`config.mk`:
```
export PLATFORM = sky130hd
export DESIGN_NAME = traffic_light_monitor_flat
export DESIGN_NICKNAME = d
export VERILOG_FILES = /design/src/rtl/traffic_light_monitor_if.sv /design/src/rtl/traffic_light_monitor.sv /design/src/flat_wrapper.sv
export SDC_FILE = /design/constraint.sdc
export NUM_CORES = 1
export LEC_CHECK = 0
export BUFFER_PORTS_ARGS = -buffer_cell sky130_fd_sc_hd__buf_2
export CAP_MARGIN = 15
export CORE_ASPECT_RATIO = 1.75
export CORE_MARGIN = 2
export CORE_UTILIZATION = 25
export DETAILED_ROUTE_END_ITERATION = 6
export GPL_TIMING_DRIVEN = 1
export REMOVE_ABC_BUFFERS = 1
export SLEW_MARGIN = 20
export SYNTH_ARGS = -nofsm -noshare
export SYNTH_HDL_FRONTEND = slang
export SYNTH_SLANG_ARGS = --single-unit
export TNS_END_PERCENT = 30
```
`constraint.sdc`:
```
create_clock -name Clk -period 3.6 [get_ports Clk]
set_input_delay 0.54 -clock Clk [delete_from_list [all_inputs] [get_ports Clk]]
set_output_delay 0.54 -clock Clk [all_outputs]
set_load 0.1 [all_outputs]
```
`src/rtl/traffic_light_monitor_if.sv`:
```
// traffic_light_monitor_if
//   Lamp-side bundle between the traffic-light controller and its passive monitor.
//   master: the controller side. It drives the lamp enables and Clear, and observes the status.
//   slave : the monitor (traffic_light_monitor). It samples the lamps and drives the status and faults.
// Signals
//   GREEN_EN/YELLOW_EN/RED_EN  lamp enables (same clock domain as the monitor)
//   Clear                      1-cycle pulse that clears the sticky faults and fault_code
//   phase[1:0]                 0 DARK, 1 GREEN, 2 YELLOW, 3 RED
//   phase_cycles/last_dur      phase timer and the duration of the last exited phase
//   cycle_done                 1-cycle pulse when a full legal G->Y->R->G cycle completes
//   fault_*/fault_code         sticky fault flags and the first-fault code
//   full_cycles[15:0]          completed-cycle counter (tied to 0 unless stats are built in)
interface traffic_light_monitor_if #(
  parameter int unsigned CNT_W = 32
);
  logic             GREEN_EN;
  logic             YELLOW_EN;
  logic             RED_EN;
  logic             Clear;
  logic [1:0]       phase;
  logic [CNT_W-1:0] phase_cycles;
  logic [CNT_W-1:0] last_dur;
  logic             cycle_done;
  logic             fault_seq;
  logic             fault_multi;
  logic             fault_short;
  logic             fault_long;
  logic [2:0]       fault_code;
  logic [15:0]      full_cycles;

  modport master (
    output GREEN_EN, YELLOW_EN, RED_EN, Clear,
    input  phase, phase_cycles, last_dur, cycle_done,
    input  fault_seq, fault_multi, fault_short, fault_long, fault_code, full_cycles
  );

  modport slave (
    input  GREEN_EN, YELLOW_EN, RED_EN, Clear,
    output phase, phase_cycles, last_dur, cycle_done,
    output fault_seq, fault_multi, fault_short, fault_long, fault_code, full_cycles
  );
endinterface

```
`src/rtl/traffic_light_monitor.sv`:
```
// traffic_light_monitor
//   Passive checker and decoder on the lamp side of a traffic-light controller. It samples
//   the lamp enables once and decodes them into a phase. It times each phase. It flags the
//   following faults in sticky bits:
//     - illegal phase sequences
//     - lamp overlaps
//     - phases that end too early
//     - phases that are held too long
//   It also reports the first fault since the last Clear.
// Ports
//   Clk      system clock
//   Reset_n  asynchronous active-low reset; every output and all state go to 0 at once
//   mon      traffic_light_monitor_if.slave. It carries these signals:
//              - inputs: the lamp enables and Clear
//              - outputs: phase, the timers, cycle_done, the faults and full_cycles
// Build option
//   TL_MON_STATS_EN  when defined, full_cycles counts cycle_done pulses and wraps.
//                    When not defined, full_cycles is tied to 0.
// Timing
//   The lamps are registered once, and the phase updates on the following edge, so phase
//   lags the lamp inputs by two clocks. Every output comes straight from a register.
module traffic_light_monitor #(
  parameter int unsigned CNT_W      = 32,
  parameter int unsigned GREEN_MIN  = 170000000,
  parameter int unsigned GREEN_MAX  = 190000000,
  parameter int unsigned YELLOW_MIN = 55000000,
  parameter int unsigned YELLOW_MAX = 65000000,
  parameter int unsigned RED_MIN    = 65000000,
  parameter int unsigned RED_MAX    = 75000000
) (
  input logic                    Clk,
  input logic                    Reset_n,
  traffic_light_monitor_if.slave mon
);

  typedef enum logic [1:0] {
    StDark   = 2'd0,
    StGreen  = 2'd1,
    StYellow = 2'd2,
    StRed    = 2'd3
  } phase_e;

  localparam logic [2:0] CodeNone  = 3'd0;
  localparam logic [2:0] CodeSeq   = 3'd1;
  localparam logic [2:0] CodeMulti = 3'd2;
  localparam logic [2:0] CodeShort = 3'd3;
  localparam logic [2:0] CodeLong  = 3'd4;

  localparam logic [CNT_W-1:0] GreenMin  = CNT_W'(GREEN_MIN);
  localparam logic [CNT_W-1:0] GreenMax  = CNT_W'(GREEN_MAX);
  localparam logic [CNT_W-1:0] YellowMin = CNT_W'(YELLOW_MIN);
  localparam logic [CNT_W-1:0] YellowMax = CNT_W'(YELLOW_MAX);
  localparam logic [CNT_W-1:0] RedMin    = CNT_W'(RED_MIN);
  localparam logic [CNT_W-1:0] RedMax    = CNT_W'(RED_MAX);

  // Sampled lamps in {G, Y, R} order.
  logic [2:0]       s_lamps_q;
  phase_e           phase_q;
  phase_e           lamp_phase;
  logic [CNT_W-1:0] cycles_q;
  logic [CNT_W-1:0] cycles_inc;
  logic [CNT_W-1:0] last_dur_q;
  logic [CNT_W-1:0] p_min;
  logic [CNT_W-1:0] p_max;

  logic multi;
  logic change;
  logic legal;
  logic timed;

  logic det_seq;
  logic det_multi;
  logic det_short;
  logic det_long;

  logic       fault_seq_q, fault_seq_d;
  logic       fault_multi_q, fault_multi_d;
  logic       fault_short_q, fault_short_d;
  logic       fault_long_q, fault_long_d;
  logic [2:0] fault_code_q, fault_code_d;
  logic [2:0] code_base;

  logic cycle_done_q, cycle_done_d;
  // These flags track legal G->Y and Y->R steps since the last GREEN entry. Every phase
  // change overwrites them, so a cycle counts only when its steps are contiguous.
  logic got_y_q, got_y_d;
  logic got_r_q, got_r_d;

  // Decode the lamps, check the transition and pick the timing limits for the current phase.
  always_comb begin
    multi = (s_lamps_q[2] & s_lamps_q[1]) | (s_lamps_q[2] & s_lamps_q[0]) |
            (s_lamps_q[1] & s_lamps_q[0]);

    // Overlapping patterns fall through to the default: the phase holds.
    lamp_phase = phase_q;
    case (s_lamps_q)
      3'b000:  lamp_phase = StDark;
      3'b100:  lamp_phase = StGreen;
      3'b010:  lamp_phase = StYellow;
      3'b001:  lamp_phase = StRed;
      default: lamp_phase = phase_q;
    endcase

    change = !multi && (lamp_phase != phase_q);

    // The timer saturates at all-ones and never wraps.
    cycles_inc = (&cycles_q) ? cycles_q : cycles_q + CNT_W'(1);

    legal = 1'b0;
    unique case (phase_q)
      StDark:   legal = (lamp_phase == StGreen);
      StGreen:  legal = (lamp_phase == StYellow);
      StYellow: legal = (lamp_phase == StRed);
      StRed:    legal = (lamp_phase == StGreen);
    endcase
    // An abort to DARK is always legal.
    legal = legal | (lamp_phase == StDark);

    p_min = '0;
    p_max = '1;
    unique case (phase_q)
      StGreen: begin
        p_min = GreenMin;
        p_max = GreenMax;
      end
      StYellow: begin
        p_min = YellowMin;
        p_max = YellowMax;
      end
      StRed: begin
        p_min = RedMin;
        p_max = RedMax;
      end
      default: ;
    endcase
    timed = (phase_q != StDark);
  end

  // Detect faults and compute the next sticky fault state.
  always_comb begin
    det_seq   = change && !legal;
    det_multi = multi;
    // cycles_inc is the duration that will be reported for the phase being left.
    det_short = change && timed && (lamp_phase != StDark) && (cycles_inc < p_min);
    // This fires once, on the edge where the timer reaches P_MAX. The second term stops
    // it from firing again while the timer sits saturated at P_MAX.
    det_long  = !change && timed && (cycles_inc == p_max) && (cycles_q != p_max);

    // Clear drops the old state, but a fault found in the same cycle still sets its bit.
    fault_seq_d   = (fault_seq_q   & ~mon.Clear) | det_seq;
    fault_multi_d = (fault_multi_q & ~mon.Clear) | det_multi;
    fault_short_d = (fault_short_q & ~mon.Clear) | det_short;
    fault_long_d  = (fault_long_q  & ~mon.Clear) | det_long;

    code_base    = mon.Clear ? CodeNone : fault_code_q;
    fault_code_d = code_base;
    if (code_base == CodeNone) begin
      if (det_seq) begin
        fault_code_d = CodeSeq;
      end else if (det_multi) begin
        fault_code_d = CodeMulti;
      end else if (det_short) begin
        fault_code_d = CodeShort;
      end else if (det_long) begin
        fault_code_d = CodeLong;
      end
    end

    got_y_d      = got_y_q;
    got_r_d      = got_r_q;
    cycle_done_d = 1'b0;
    if (change) begin
      got_y_d      = (phase_q == StGreen) && (lamp_phase == StYellow);
      got_r_d      = (phase_q == StYellow) && (lamp_phase == StRed) && got_y_q;
      cycle_done_d = (phase_q == StRed) && (lamp_phase == StGreen) && got_r_q;
    end
  end

  // FSM state, timers and registered outputs.
  always_ff @(posedge Clk or negedge Reset_n) begin
    if (!Reset_n) begin
      s_lamps_q     <= 3'b000;
      phase_q       <= StDark;
      cycles_q      <= '0;
      last_dur_q    <= '0;
      cycle_done_q  <= 1'b0;
      got_y_q       <= 1'b0;
      got_r_q       <= 1'b0;
      fault_seq_q   <= 1'b0;
      fault_multi_q <= 1'b0;
      fault_short_q <= 1'b0;
      fault_long_q  <= 1'b0;
      fault_code_q  <= CodeNone;
    end else begin
      s_lamps_q <= {mon.GREEN_EN, mon.YELLOW_EN, mon.RED_EN};
      if (change) begin
        phase_q    <= lamp_phase;
        cycles_q   <= '0;
        last_dur_q <= cycles_inc;
      end else begin
        cycles_q <= cycles_inc;
      end
      cycle_done_q  <= cycle_done_d;
      got_y_q       <= got_y_d;
      got_r_q       <= got_r_d;
      fault_seq_q   <= fault_seq_d;
      fault_multi_q <= fault_multi_d;
      fault_short_q <= fault_short_d;
      fault_long_q  <= fault_long_d;
      fault_code_q  <= fault_code_d;
    end
  end

`ifdef TL_MON_STATS_EN
  logic [15:0] full_cycles_q;

  // Clear does not affect this counter. It wraps from 0xFFFF to 0.
  always_ff @(posedge Clk or negedge Reset_n) begin
    if (!Reset_n) begin
      full_cycles_q <= 16'h0;
    end else if (cycle_done_d) begin
      full_cycles_q <= full_cycles_q + 16'd1;
    end
  end

  assign mon.full_cycles = full_cycles_q;
`else
  assign mon.full_cycles = 16'h0;
`endif

  assign mon.phase        = phase_q;
  assign mon.phase_cycles = cycles_q;
  assign mon.last_dur     = last_dur_q;
  assign mon.cycle_done   = cycle_done_q;
  assign mon.fault_seq    = fault_seq_q;
  assign mon.fault_multi  = fault_multi_q;
  assign mon.fault_short  = fault_short_q;
  assign mon.fault_long   = fault_long_q;
  assign mon.fault_code   = fault_code_q;

endmodule

```
`src/flat_wrapper.sv`:
```
// flat-port wrapper written by rule: the top's interface ports become plain ports
module traffic_light_monitor_flat 
#(
  parameter int unsigned CNT_W      = 32,
  parameter int unsigned GREEN_MIN  = 170000000,
  parameter int unsigned GREEN_MAX  = 190000000,
  parameter int unsigned YELLOW_MIN = 55000000,
  parameter int unsigned YELLOW_MAX = 65000000,
  parameter int unsigned RED_MIN    = 65000000,
  parameter int unsigned RED_MAX    = 75000000
)
  (Clk, Reset_n, mon_GREEN_EN, mon_YELLOW_EN, mon_RED_EN, mon_Clear, mon_phase, mon_phase_cycles, mon_last_dur, mon_cycle_done, mon_fault_seq, mon_fault_multi, mon_fault_short, mon_fault_long, mon_fault_code, mon_full_cycles);
  traffic_light_monitor_if #(.CNT_W(CNT_W)) mon_i ();
  input logic Clk;
  input logic Reset_n;
  input wire logic [$bits(mon_i.GREEN_EN)-1:0] mon_GREEN_EN;
  input wire logic [$bits(mon_i.YELLOW_EN)-1:0] mon_YELLOW_EN;
  input wire logic [$bits(mon_i.RED_EN)-1:0] mon_RED_EN;
  input wire logic [$bits(mon_i.Clear)-1:0] mon_Clear;
  output wire logic [$bits(mon_i.phase)-1:0] mon_phase;
  output wire logic [$bits(mon_i.phase_cycles)-1:0] mon_phase_cycles;
  output wire logic [$bits(mon_i.last_dur)-1:0] mon_last_dur;
  output wire logic [$bits(mon_i.cycle_done)-1:0] mon_cycle_done;
  output wire logic [$bits(mon_i.fault_seq)-1:0] mon_fault_seq;
  output wire logic [$bits(mon_i.fault_multi)-1:0] mon_fault_multi;
  output wire logic [$bits(mon_i.fault_short)-1:0] mon_fault_short;
  output wire logic [$bits(mon_i.fault_long)-1:0] mon_fault_long;
  output wire logic [$bits(mon_i.fault_code)-1:0] mon_fault_code;
  output wire logic [$bits(mon_i.full_cycles)-1:0] mon_full_cycles;
  assign mon_i.GREEN_EN = mon_GREEN_EN;
  assign mon_i.YELLOW_EN = mon_YELLOW_EN;
  assign mon_i.RED_EN = mon_RED_EN;
  assign mon_i.Clear = mon_Clear;
  assign mon_phase = mon_i.phase;
  assign mon_phase_cycles = mon_i.phase_cycles;
  assign mon_last_dur = mon_i.last_dur;
  assign mon_cycle_done = mon_i.cycle_done;
  assign mon_fault_seq = mon_i.fault_seq;
  assign mon_fault_multi = mon_i.fault_multi;
  assign mon_fault_short = mon_i.fault_short;
  assign mon_fault_long = mon_i.fault_long;
  assign mon_fault_code = mon_i.fault_code;
  assign mon_full_cycles = mon_i.full_cycles;
  traffic_light_monitor #(.CNT_W(CNT_W), .GREEN_MIN(GREEN_MIN), .GREEN_MAX(GREEN_MAX), .YELLOW_MIN(YELLOW_MIN), .YELLOW_MAX(YELLOW_MAX), .RED_MIN(RED_MIN), .RED_MAX(RED_MAX)) u_core (.Clk(Clk), .Reset_n(Reset_n), .mon(mon_i));
endmodule
```
Yosys cells after proc, flatten, opt, wreduce, memory -nomap -nowiden

Cells that the tools add are included.

Input bits: 6
Logic and storage cells: 78
Flip-flop bits (word level): 79
Output and inout port bits: 90

Mux-type cells: 13
Reductions and logical operators: 24
Magnitude comparators: 1
$add $sub $neg: 1
Eq/ne operators: 12
Bitwise logic cells: 15

Operators by type and width:

| cell                                                 | count |
|---|---|
| one-hot mux 32 bit (3 select lines)                  | 1 |
| one-hot mux 28 bit (3 select lines)                  | 1 |
| 2-to-1 mux 32 bit                                    | 2 |
| adder 32 x 1 -> 32 bit (second input constant)       | 1 |
| equality test 32 bit                                 | 1 |
| < comparator 32 x 28 -> 1 bit                        | 1 |
| != test 32 bit                                       | 1 |
| AND reduction 32 bit                                 | 1 |
| 2-to-1 mux 3 bit                                     | 6 |
| logical AND 1 bit                                    | 13 |
| equality test 2 bit (second input constant)          | 4 |
| one-hot mux 2 bit (4 select lines)                   | 1 |
| bitwise AND 1 bit                                    | 7 |
| bitwise OR 1 bit                                     | 7 |
| zero test 3 bit                                      | 2 |
| equality test 2 x 1 -> 1 bit (second input constant) | 2 |
| zero test 2 bit                                      | 2 |
| nonzero test 2 bit                                   | 2 |
| equality test 3 x 1 -> 1 bit (second input constant) | 1 |
| equality test 3 x 2 -> 1 bit (second input constant) | 1 |
| equality test 3 bit (second input constant)          | 1 |
| zero test 1 bit                                      | 3 |
| one-hot mux 1 bit (3 select lines)                   | 1 |
| != test 2 bit                                        | 1 |
| other kinds (3)                                      | 3 |

Logic depth before layout (Yosys ltp)

Gate-level depths: netlist (run 1).

Depth in word-level cells: 14
Mapped depth: 17

Worst setup path before layout (run 1)

No wires, ideal clock.

Path type: register -> register
Start point: reg u_core.cycles_q[9] (netlist: u_core.mon.phase_cycles[9])
End point: reg u_core.fault_code_q[0] (netlist: u_core.mon.fault_code[0])
Cell stages (with the launch flop): 18
Setup slack: -949 ps
Path buffers: 2
Arrival: 4427 ps
Cells stage by stage: dfrtp_1 buf_2 nand4_4 or4_4 a31o_1 buf_6 or3_1 xor2_1 inv_2 ha_1 and4_1 and3_1 nand2_1 a211oi_1 a311oi_1 o2111ai_1 nand2_1 a22o_1

Cells in the longest elaborated chain, start to end: 10

Ends and longest elaborated chain:

| element                                                                               | line                         | RTL |
|---|---|---|
| start: declaration                                                                    | traffic_light_monitor.sv:60  | `logic [CNT_W-1:0] cycles_q;` |
| start signal: assignment                                                              | traffic_light_monitor.sv:201 | `cycles_q <= cycles_inc;` |
| adder 32 x 1 -> 32 bit or AND reduction 32 bit (tied branches)                        | traffic_light_monitor.sv:107 | `cycles_inc = (&cycles_q) ? cycles_q : cycles_q + CNT_W'(1);` |
| 2-to-1 mux 32 bit (*)                                                                 | traffic_light_monitor.sv:107 |  |
| via u_core.cycles_inc[23]                                                             | traffic_light_monitor.sv:61  | `logic [CNT_W-1:0] cycles_inc;` |
| parallel branches: the longest is 4 deep, another holds < comparator 32 x 28 -> 1 bit | -                            |  |
| 2-to-1 mux 3 bit (*)                                                                  | traffic_light_monitor.sv:162 | `end else if (det_short) begin` |
| 2-to-1 mux 3 bit (*)                                                                  | traffic_light_monitor.sv:160 | `end else if (det_multi) begin` |
| 2-to-1 mux 3 bit (*)                                                                  | traffic_light_monitor.sv:158 | `if (det_seq) begin` |
| 2-to-1 mux 3 bit (*)                                                                  | traffic_light_monitor.sv:157 | `if (code_base == CodeNone) begin` |
| via u_core.fault_code_d[0]                                                            | traffic_light_monitor.sv:80  | `logic [2:0] fault_code_q, fault_code_d;` |
| end signal: assignment                                                                | traffic_light_monitor.sv:193 | `fault_code_q <= CodeNone;` |
| end signal: assignment                                                                | traffic_light_monitor.sv:210 | `fault_code_q <= fault_code_d;` |
| end: declaration                                                                      | traffic_light_monitor.sv:80  |  |

Mark *: on every way through the listed nets, which the timed path passes.
A chain may end at the register's enable or synchronous reset.

Worst setup path after layout (run 1)

Start point: reg u_core.cycles_q[11] (netlist: u_core.mon.phase_cycles[11])
End point: reg u_core.fault_code_q[1] (netlist: u_core.mon.fault_code[1])

The elaborated chain is that of the path after synthesis.

==> results of run 1 <==
-- layout by cell type (no fill, tap or decap), types with 22 or more instances in the layout --
cell	n
buf_4	88
nor2_1	78
buf_2	78
dfrtp_1	78
a21oi_1	42
nand2_1	31
inv_1	31
nand4_1	24
o21ai_0	24
ha_1	22
-- stage by stage --
stage          TNS, ns  cells  cell area (um2)  setup WS (ns)
6_report       -0.0144    981             6730       -0.00929
5_1_grt         -0.463    981             6730         -0.182
2_1_floorplan  -151.64    550             4880          -3.01
3_5_place_dp    -0.221    964             6260         -0.128
4_1_cts        -0.0397    980             6580        -0.0397
3_3_place_gp   -0.0949    964             6260        -0.0854
-- cell families (layout without fill, tap and decap cells) --
| kind of cell | count (synthesis) | in the layout | share of synthesized area [%] |
|---|---|---|---|
| and+or+nand+nor | 230 | 230 | 24.2 |
| other | 1 | 16 | 0.0736 |
| xor gates and xnor gates | 35 | 35 | 6.29 |
| buffers and inverters | 84 | 217 | 7.78 |
| AOI/OAI and AO/OA | 128 | 128 | 16.3 |
| DFF | 79 | 79 | 38.8 |
| adders and majority gates | 24 | 24 | 5.84 |
| muxes | 4 | 4 | 0.786 |
-- flip-flops by register name, summed over array words and instances, names as in the netlist --
| register | cells |
|---|---|
| u_core.mon.cycle_done | 1 |
| u_core.got_y_q | 1 |
| u_core.mon.fault_short | 1 |
| u_core.mon.fault_multi | 1 |
| u_core.mon.phase | 2 |
| u_core.s_lamps_q | 3 |
| u_core.mon.fault_seq | 1 |
| u_core.got_r_q | 1 |
| u_core.mon.fault_code | 3 |
| u_core.mon.phase_cycles | 32 |
| u_core.mon.last_dur | 32 |
| u_core.mon.fault_long | 1 |
-- Yosys cell counts, types with 3 or more instances --
cell	count
a211oi_1	7
a21o_1	7
a21oi_1	43
a31oi_1	6
and2_1	8
and3_1	8
and3b_1	3
and4_1	11
buf_2	8
buf_4	17
clkbuf_1	22
dfrtp_1	79
ha_1	23
inv_1	31
mux2i_1	4
nand2_1	33
nand3_1	19
nand4_1	24
nor2_1	79
nor2b_1	4
nor3_1	12
nor3b_1	4
nor4_1	7
o2111ai_1	4
o211ai_1	4
o21ai_0	26
o22ai_1	5
o2bb2ai_1	3
o41ai_1	3
or3_1	5
or4_1	4
xnor2_1	21
xor2_1	13
-- final cells by class --
cell class | instances | area [um2]
clock inverters | 2 | 38.8
flip-flops and latches | 79 | 1980
repair buffers | 167 | 1060
clock buffers | 14 | 264
well taps | 248 | 310
inverters | 34 | 128
fillers | 2124 | 13400
multi-input cells | 437 | 2950
-- per-layer routing --
metal	track usage (%)	wire length, um	vias up
met2	32.5	10100	167
met5	0	0	-
met1	16.9	6700	2365
met3	3.08	772	56
li1	-	-	2360
met4	14.0	1300	0
-- power groups by stage --
stage          Combinational (mW)  Sequential (mW)  Clock, mW
2_1_floorplan               0.390             1.85          0
3_3_place_gp                 1.50             1.07          0
3_5_place_dp                 1.50             1.08          0
4_1_cts                      1.50             1.06      0.960
5_1_grt                      1.59             1.07      0.993
6_report                     1.51             1.06      0.938
-- how the worst max path moves through the flow --
stage                                 from                        to  slack, ns  cells after the start
6_report       u_core.mon.phase_cycles[11]  u_core.mon.fault_code[1]     -0.009                     15
5_1_grt         u_core.mon.phase_cycles[9]  u_core.mon.fault_code[1]      -0.18                     15
4_1_cts        u_core.mon.phase_cycles[10]  u_core.mon.fault_code[1]      -0.04                     15
3_5_place_dp   u_core.mon.phase_cycles[10]  u_core.mon.fault_code[1]      -0.13                     15
3_3_place_gp    u_core.mon.phase_cycles[9]  u_core.mon.fault_code[1]      -0.09                     15
2_1_floorplan          u_core.mon.phase[0]  u_core.mon.fault_code[1]      -3.01                      7
-- timing repair --
item,4_1_cts,5_1_grt
buffers inserted,0,1
pin swaps,1,12
endpoints found under the setup margin,4,4
hold buffers,0,0
gates resized for setup,3,27
==> key figures, run 1 <==
Outcome
  • Run status: complete, but fails checks
  • Failing checks: setup timing

Detailed routing
  • Post-route ant nets: 0
  • Routed wire per std cell: 19.2 um
  • Iteration count of the initial detailed-routing pass: 5
  • Routed WL: 18800 um
  • Via density: 5.04
  • DRC: 0
  • DR vias: 4948
  • Initial DRC Count: 273

Clocking
  • CTS clk-pin slew, worst paths: 0.06 ns
  • Clock root cell: clkbuf_16
  • CTS Buf Count: 9
  • Max clock buf depth: 2
  • CTS sink cnt: 79
  • H-tree lvl count: 3
  • Clock Latency Late Sink: 0.35 ns
  • TritonCTS clock tree: done

Finish
  • Area growth syn-to-layout: 32.1%
  • Final #Nets: 757
  • Fraction of layout cells with a size suffix above 1: 29.5%
  • Final core occ: 33.5%
  • Diode count: 0

Critical path
  • Crit path kind: reg -> reg
  • CP delay by family, top: simple AND/OR/NAND/NOR gates
  • CP max stage cell: or4_4
  • Critical Path End Type: flop
  • Reg2Reg Launch Point: u_core.mon.phase_cycles[11]
  • Worst-path cell chain: nand4_4 > or4_4 > a31o_4 > or3_4 > xor2_2 > inv_2 > ha_4 > and4_4 > and3_4 > nand2_2 > a211oi_2 > a311oi_2 > o2111ai_2 > nor2b_2 > o2bb2ai_1
  • RR Endpoint: u_core.mon.fault_code[1]
  • WP buf/inv: 1
  • R2R depth: 15
  • Worst Setup Start Kind: flop
  • Critical path arrival: 3.84 ns
  • Crit-path max cell delay: 0.61 ns
  • Critical Path RT: 3.83 ns
  • Register-to-register setup slack: -0.009 ns
  • Worst-path fanout max: 4

Power
  • Total power: 3.50 mW
  • Switching Share: 47.2%
  • Max IR drop VDD: 0.400 mV
  • Reg power frac: 30.3%
  • Clock group share of total power: 26.8%
  • Int Pwr: 1.85 mW
  • Combinational share of power: 43.0%
  • P per Cell Area: 520 nW/um2
  • Sw power: 1.65 mW
  • Leakage Power: 3.29 nW

Timing
  • Clk_skew: 0.00572 ns
  • Final slew viol count: 0
  • Max Freq: 277 MHz
  • Slew @ Worst Pin: 0.801 ns
  • Max-slew headroom: 46.6%
  • Final setup viols: 2
  • Fin. Hold Viols: 0
  • Final Critical Period: 3.61 ns
  • Final worst-path cycle share: 100%
  • PnR worst setup slack: -0.00929 ns
  • Worst hold slack: 0.193 ns
  • RSZ-0062 raised after global routing: true

Global route
  • First-pass GRT wire length: 28500 um
  • Number of global-route vias before repair: 4964
  • Largest net degree at the start of global routing: 81
  • Gr usage total: 17.6%
  • Grt ovf: 0
  • Initial antenna violation count: 0

Yosys
  • Async set or reset register ratio after synthesis: 100%
  • Synth warn: 0
  • Largest area contributor in the netlist: dfrtp_1
  • Synthesized area per cell: 8.71 um2
  • EDFF count, synth: 0
  • Synth Register Bits: 79
  • Primary FF master, synth: dfrtp_1
  • Synth Cell Area: 5100 um2
  • Register area share after synthesis: 38.8%
  • Synth area leaders: dfrtp_1 (39%), nor2_1 (5.8%), ha_1 (5.6%), a21oi_1 (4.2%), xnor2_1 (3.6%)
  • Yosys top cell area share: 38.8%
  • Cells after Synth: 585
  • Post-synth cell types: 64

Floorplanning
  • Full die area: 21600 um2
  • Initial Utilization: 25.3%
  • Die Wd: 112 um
  • Core ar.: 20100 um2
  • Rows: 69
  • Boundary Pins: 96
  • Die height: 193 um

Placement
  • Port bufs: 79
  • DP Wirelength: 14700 um
  • Placer Congestion: 0.933

Job
  • Max Cap Viol: 0

Hold path
  • Class of the most critical hold timing path: in -> async
No activity file was read; power rests on OpenSTA's default activity.
==> run 2, diff against run 1 <==
--- a/config.mk
+++ b/config.mk
@@ -9,9 +9,10 @@
 export CAP_MARGIN = 15
 export CORE_ASPECT_RATIO = 1.75
 export CORE_MARGIN = 2
-export CORE_UTILIZATION = 25
+export CORE_UTILIZATION = 51
 export DETAILED_ROUTE_END_ITERATION = 6
 export GPL_TIMING_DRIVEN = 1
+export PLACE_DENSITY = 0.77
 export REMOVE_ABC_BUFFERS = 1
 export SLEW_MARGIN = 20
 export SYNTH_ARGS = -nofsm -noshare
==> key figures, run 2 (synthesis results as in run 1) <==
Job
  • Max Cap Viol: 0 (unchanged)

Timing
  • PnR worst setup slack: -0.0187 ns (was -0.00929 ns)
  • Max Freq: 276 MHz (was 277 MHz)
  • Fin. Hold Viols: 0 (unchanged)
  • Max-slew headroom: 35.1% (was 46.6%)
  • Clk_skew: 0.00658 ns (was 0.00572 ns)
  • Final worst-path cycle share: 101% (was 100%)
  • Worst hold slack: 0.123 ns (was 0.193 ns)
  • Final slew viol count: 0 (unchanged)
  • Final setup TNS: -0.0216 ns (was -0.0144 ns)
  • RSZ-0062 raised after global routing: true (unchanged)
  • Final Critical Period: 3.62 ns (was 3.61 ns)
  • Final setup viols: 2 (unchanged)
  • Slew @ Worst Pin: 0.973 ns (was 0.801 ns)

Detailed routing
  • Via density: 5.96 (was 5.04)
  • Met2 wire len: 8610 um (was 10100 um)
  • Routed WL: 16800 um (was 18800 um)
  • Routed wire per std cell: 19.7 um (was 19.2 um)
  • Met3 wire length: 828 um (was 772 um)
  • DRC: 0 (unchanged)
  • Post-route ant nets: 0 (unchanged)
  • Iteration count of the initial detailed-routing pass: 5 (unchanged)
  • Uppermost layer routed: met4 (unchanged)
  • DR vias: 5062 (was 4948)
  • WL met1: 6230 um (was 6700 um)
  • Initial DRC Count: 436 (was 273)

Floorplanning
  • Core ar.: 9790 um2 (was 20100 um2)
  • Die Wd: 79.6 um (was 112 um)
  • Full die area: 10800 um2 (was 21600 um2)
  • Initial Utilization: 52.1% (was 25.3%)
  • Die height: 136 um (was 193 um)
  • Rows: 48 (was 69)
  • Boundary Pins: 96 (unchanged)

Finish
  • Layout Cells excl Fill: 849 (was 981)
  • Register Area: 1980 um2 (unchanged)
  • Multi-input gate area: 2890 um2 (was 2950 um2)
  • Commonest non-fill, non-tap cells in the layout: buf_4 (80), nor2_1 (79), buf_2 (78), dfrtp_1 (78), a21oi_1 (43) (was buf_4 (88), nor2_1 (78), buf_2 (78), dfrtp_1 (78), a21oi_1 (42))
  • Commonest non-fill, non-tap cell in the layout: buf_4 (unchanged)
  • Final core occ: 66.2% (was 33.5%)
  • Area growth syn-to-layout: 27.1% (was 32.1%)
  • Fraction of layout cells with a size suffix above 1: 27.9% (was 29.5%)
  • Fillers: 850 (was 2124)
  • Final #Nets: 749 (was 757)
  • Diode count: 0 (unchanged)
  • Fin area: 6480 um2 (was 6730 um2)

Clocking
  • CTS Buf Count: 9 (unchanged)
  • Max clock buf depth: 2 (unchanged)
  • Clock root cell: clkbuf_16 (unchanged)
  • TritonCTS clock tree: done (unchanged)
  • CTS sink cnt: 79 (unchanged)
  • Hold-fix buffers, CTS: 0 (unchanged)
  • H-tree lvl count: 3 (unchanged)
  • Clock Latency Late Sink: 0.35 ns (about the same)
  • CTS clk-pin slew, worst paths: 0.06 ns (about the same)

Critical path
  • WP buf/inv: 2 (was 1)
  • Critical Path RT: 3.87 ns (was 3.83 ns)
  • Critical path arrival: 3.89 ns (was 3.84 ns)
  • CP delay by family, top: compound AO/OA/AOI/OAI gates (was simple AND/OR/NAND/NOR gates)
  • Worst-path fanout max: 9 (was 4)
  • Reg2Reg Launch Point: u_core.mon.phase_cycles[0] (was u_core.mon.phase_cycles[11])
  • Crit path kind: reg -> reg (unchanged)
  • Worst-path cell chain: ha_1 > nand3_1 > nor2_1 > buf_4 > a31oi_2 > buf_4 > and3_1 > xor2_2 > ha_1 > nand4_1 > nor2_1 > a21oi_1 > nand2_1 > o41ai_2 > o2111ai_2 > nor2b_4 > o2bb2ai_2 (was nand4_4 > or4_4 > a31o_4 > or3_4 > xor2_2 > inv_2 > ha_4 > and4_4 > and3_4 > nand2_2 > a211oi_2 > a311oi_2 > o2111ai_2 > nor2b_2 > o2bb2ai_1)
  • Worst Setup Start Kind: flop (unchanged)
  • RR Endpoint: u_core.mon.fault_code[1] (unchanged)
  • Register-to-register setup slack: -0.02 ns (was -0.009 ns)
  • R2R depth: 17 (was 15)
  • Critical Path End Type: flop (unchanged)
  • Crit-path max cell delay: 0.45 ns (was 0.61 ns)
  • CP max stage cell: dfrtp_2 (was or4_4)

Power
  • Switching Share: 47.1% (was 47.2%)
  • Leakage Power: 3.25 nW (was 3.29 nW)
  • Sw power: 1.64 mW (was 1.65 mW)
  • P per Cell Area: 538 nW/um2 (was 520 nW/um2)
  • Max IR drop VDD: 0.357 mV (was 0.400 mV)
  • Combinational share of power: 42.8% (was 43.0%)
  • Total power: 3.49 mW (was 3.50 mW)
  • Clock group share of total power: 26.7% (was 26.8%)
  • Int Pwr: 1.84 mW (was 1.85 mW)
  • Reg power frac: 30.5% (was 30.3%)

Placement
  • Dpl cells: 830 (was 964)
  • Cell Area, Placed: 6030 um2 (was 6260 um2)
  • DP Wirelength: 12700 um (was 14700 um)
  • Port bufs: 79 (unchanged)
  • Post-placement setup slack: -0.135 ns (was -0.128 ns)
  • Placer Congestion: 0.982 (was 0.933)

Hold path
  • Class of the most critical hold timing path: in -> async (unchanged)

Global route
  • Number of global-route vias before repair: 4906 (was 4964)
  • First-pass GRT wire length: 26000 um (was 28500 um)
  • Gr usage total: 32.1% (was 17.6%)
  • Initial antenna violation count: 0 (unchanged)
  • Largest net degree at the start of global routing: 81 (unchanged)
  • Grt ovf: 0 (unchanged)

Outcome
  • Run status: complete, but fails checks (unchanged)
  • Failing checks: setup timing (unchanged)
==> run 2: timing repair <==
action	4_1_cts	5_1_grt
hold endpoints to repair	0	0
pin swaps	2	6
setup endpoints to repair	4	5
buffers inserted	0	3
resized for setup	6	14
==> run 2: worst reg2reg max path: stages (launching register included) <==
cell and delay [ns]:
dfrtp_2 0.45, ha_1 0.23, nand3_1 0.14, nor2_1 0.09, buf_4 0.18, a31oi_2 0.25
buf_4 0.17, and3_1 0.20, xor2_2 0.23, ha_1 0.29, nand4_1 0.12, nor2_1 0.07
a21oi_1 0.14, nand2_1 0.12, o41ai_2 0.36, o2111ai_2 0.21, nor2b_4 0.20, o2bb2ai_2 0.10
==> run 2: area by class of cell <==
cell class | count | share of cell area, %
Multi-Input combinational cell | 437 | 44.6
Sequential cell | 79 | 30.5
Timing Repair Buffer | 159 | 15.7
Clock buffer | 11 | 3.90
Tap cell | 125 | 2.41
Inverter | 34 | 1.97
Clock inverter | 4 | 0.831
==> run 2: how the worst max path moves through the flow <==
stage,to,from,cells after the start,slack (ns)
floorplan,u_core.mon.fault_code[1],u_core.mon.phase[0],7,-3.01
finish,u_core.mon.fault_code[1],u_core.mon.phase_cycles[0],17,-0.02
global route,u_core.mon.fault_code[1],u_core.mon.phase_cycles[8],15,-0.15
global placement,u_core.mon.fault_code[1],u_core.mon.phase_cycles[0],17,-0.04
detailed placement,u_core.mon.fault_code[0],u_core.mon.phase_cycles[9],15,-0.14
CTS,u_core.mon.fault_code[1],u_core.mon.phase_cycles[0],17,0.008
==> run 2: power by group through the flow <==
stage          combinational (mW)  clock [mW]  sequential [mW]
6_report                     1.49       0.932             1.06
5_1_grt                      1.56       0.989             1.08
4_1_cts                      1.48       0.952             1.06
3_5_place_dp                 1.47           0             1.08
3_3_place_gp                 1.45           0             1.07
2_1_floorplan               0.390           0             1.85
==> run 2: routing by layer <==
| metal | GRT usage (%) | up-vias |
|---|---|---|
| met5 | 0 | - |
| met2 | 55.2 | 226 |
| met1 | 36.5 | 2438 |
| met3 | 4.71 | 64 |
| met4 | 20.4 | 0 |
| li1 | - | 2334 |
==> run 3, diff against run 2 <==
--- a/config.mk
+++ b/config.mk
@@ -13,7 +13,6 @@
 export DETAILED_ROUTE_END_ITERATION = 6
 export GPL_TIMING_DRIVEN = 1
 export PLACE_DENSITY = 0.77
-export REMOVE_ABC_BUFFERS = 1
 export SLEW_MARGIN = 20
 export SYNTH_ARGS = -nofsm -noshare
 export SYNTH_HDL_FRONTEND = slang
==> key figures, run 3 (synthesis results as in run 1) <==
Hold path
  • Class of the most critical hold timing path: in -> async (unchanged)

Critical path
  • Worst Setup Start Kind: flop (unchanged)
  • RR Endpoint: u_core.mon.fault_code[1] (unchanged)
  • R2R depth: 15 (was 17)
  • Worst-path fanout max: 5 (was 9)
  • Crit path kind: reg -> reg (unchanged)
  • Critical path arrival: 3.89 ns (about the same)
  • Critical Path RT: 3.82 ns (was 3.87 ns)
  • Register-to-register setup slack: -0.06 ns (was -0.02 ns)
  • Critical Path End Type: flop (unchanged)
  • Reg2Reg Launch Point: u_core.mon.phase_cycles[0] (unchanged)

Finish
  • Commonest non-fill, non-tap cell in the layout: buf_4 (unchanged)
  • Fin area: 6670 um2 (was 6480 um2)
  • Layout Cells excl Fill: 865 (was 849)
  • Commonest non-fill, non-tap cells in the layout: buf_4 (95), nor2_1 (78), buf_2 (78), dfrtp_1 (47), a21oi_1 (43) (was buf_4 (80), nor2_1 (79), buf_2 (78), dfrtp_1 (78), a21oi_1 (43))
  • Fraction of layout cells with a size suffix above 1: 34.2% (was 27.9%)
  • Final #Nets: 764 (was 749)
  • Fillers: 813 (was 850)
  • Final core occ: 68.2% (was 66.2%)
  • Area growth syn-to-layout: 30.9% (was 27.1%)
  • Diode count: 0 (unchanged)

Detailed routing
  • Routed WL: 18400 um (was 16800 um)
  • Initial DRC Count: 330 (was 436)
  • Post-route ant nets: 0 (unchanged)
  • DRC: 0 (unchanged)
  • Routed wire per std cell: 21.3 um (was 19.7 um)
  • Iteration count of the initial detailed-routing pass: 4 (was 5)
  • DR vias: 5187 (was 5062)
  • Via density: 6.00 (was 5.96)

Outcome
  • Failing checks: setup timing (unchanged)
  • Run status: complete, but fails checks (unchanged)

Placement
  • Port bufs: 79 (unchanged)
  • Placer Congestion: 1.07 (was 0.982)
  • Cell Area, Placed: 6270 um2 (was 6030 um2)
  • Post-placement setup slack: -0.0239 ns (was -0.135 ns)
  • DP Wirelength: 14300 um (was 12700 um)
  • Dpl cells: 848 (was 830)

Power
  • Sw power: 1.68 mW (was 1.64 mW)
  • Reg power frac: 30.5% (about the same)
  • Int Pwr: 1.82 mW (was 1.84 mW)
  • Clock group share of total power: 26.5% (was 26.7%)
  • P per Cell Area: 525 nW/um2 (was 538 nW/um2)
  • Switching Share: 48.1% (was 47.1%)
  • Combinational share of power: 43.1% (was 42.8%)
  • Max IR drop VDD: 0.669 mV (was 0.357 mV)
  • Leakage Power: 3.27 nW (was 3.25 nW)
  • Total power: 3.50 mW (was 3.49 mW)

Clocking
  • Clock root cell: clkbuf_16 (unchanged)
  • TritonCTS clock tree: done (unchanged)
  • Clock Latency Late Sink: 0.34 ns (was 0.35 ns)
  • CTS sink cnt: 79 (unchanged)
  • CTS Buf Count: 9 (unchanged)
  • CTS clk-pin slew, worst paths: 0.06 ns (about the same)
  • Max clock buf depth: 2 (unchanged)
  • H-tree lvl count: 3 (unchanged)

Floorplanning
  • Rows: 48 (unchanged)
  • Initial Utilization: 52.1% (unchanged)
  • Boundary Pins: 96 (unchanged)
  • Full die area: 10800 um2 (unchanged)
  • Core ar.: 9790 um2 (unchanged)
  • Die height: 136 um (unchanged)
  • Die Wd: 79.6 um (unchanged)

Global route
  • Largest net degree at the start of global routing: 81 (unchanged)
  • Grt ovf: 0 (unchanged)
  • Initial antenna violation count: 0 (unchanged)
  • Gr usage total: 34.7% (was 32.1%)
  • Number of global-route vias before repair: 5210 (was 4906)
  • First-pass GRT wire length: 27700 um (was 26000 um)

Job
  • Max Cap Viol: 0 (unchanged)

Timing
  • Max Freq: 273 MHz (was 276 MHz)
  • Clk_skew: 0.0103 ns (was 0.00658 ns)
  • Final slew viol count: 0 (unchanged)
  • RSZ-0062 raised after global routing: true (unchanged)
  • Max-slew headroom: 47.8% (was 35.1%)
  • Slew @ Worst Pin: 0.783 ns (was 0.973 ns)
  • PnR worst setup slack: -0.0636 ns (was -0.0187 ns)
  • Fin. Hold Viols: 0 (unchanged)
  • Final worst-path cycle share: 102% (was 101%)
  • Final setup viols: 2 (unchanged)
  • Final setup TNS: -0.124 ns (was -0.0216 ns)
  • Final Critical Period: 3.66 ns (was 3.62 ns)
  • Worst hold slack: 0.215 ns (was 0.123 ns)
==> run 3: cell count changes in the layout (fill, tap and decap cells not counted), moves of 2 or more <==
| cell | change |
|---|---|
| buf_4 | +15 |
| clkbuf_8 | -2 |
| nand2_1 | -2 |
| dfrtp_4 | +9 |
| nand2_2 | +2 |
| clkinv_4 | +2 |
| dfrtp_1 | -31 |
| dfrtp_2 | +22 |
| xor2_2 | -2 |
==> run 3: worst max-delay path by stage <==
stage | start | end | cells after the start
after detailed placement | u_core.mon.phase_cycles[0] | u_core.mon.fault_code[0] | 15
after global routing | u_core.mon.phase_cycles[0] | u_core.mon.fault_code[0] | 15
after global placement | u_core.mon.phase_cycles[9] | u_core.mon.fault_code[1] | 15
after floorplan | u_core.mon.phase_cycles[0] | u_core.mon.fault_code[0] | 17
final | u_core.mon.phase_cycles[0] | u_core.mon.fault_code[1] | 15
after CTS | u_core.mon.phase_cycles[0] | u_core.mon.fault_code[0] | 15
==> run 3: what timing repair did <==
item | CTS | global route
resized for setup | 2 | 16
setup endpoints to repair | 2 | 4
pin swaps | 0 | 2
buffers inserted | 0 | 1
hold buffers | 0 | 0
==> run 3: power by group through the flow <==
stage,combinational [mW],sequential (mW),clock [mW]
floorplan,0.420,1.85,0
global placement,1.47,1.07,0
detailed placement,1.49,1.08,0
CTS,1.50,1.07,0.950
global route,1.58,1.08,0.986
finish,1.51,1.07,0.928
==> run 3: metal layers <==
| layer | share of wire [%] | vias to the layer above | global-route usage (%) | routed length, um |
|---|---|---|---|---|
| met5 | 0 | - | 0 | 0 |
| met4 | 7.7 | 0 | 27.2 | 1430 |
| met3 | 5.3 | 82 | 5.25 | 981 |
| met2 | 53 | 254 | 61.2 | 9690 |
| met1 | 34 | 2483 | 35.7 | 6350 |
| li1 | - | 2368 | - | - |
==> run 3: area by class of cell <==
type | instances | area (um2) | area share, %
clock buffers | 9 | 225 | 3.38
clock inverters | 7 | 80.1 | 1.20
repair buffers | 174 | 1110 | 16.7
inverters | 34 | 128 | 1.91
well taps | 125 | 156 | 2.34
flip-flops and latches | 79 | 2040 | 30.6
multi-input cells | 437 | 2930 | 43.9
==> run 3: worst max-delay path, stage by stage (launching register included) <==
cell and delay (ns):
dfrtp_4 0.44, nand4_1 0.10, or4_4 0.57, a31o_4 0.25, or3_4 0.42, xor2_4 0.16
inv_2 0.07, ha_4 0.26, and4_4 0.22, and3_4 0.20, nand2_2 0.05, a211oi_2 0.19
a311oi_2 0.09, o2111ai_2 0.28, nor2b_2 0.20, o2bb2ai_2 0.06
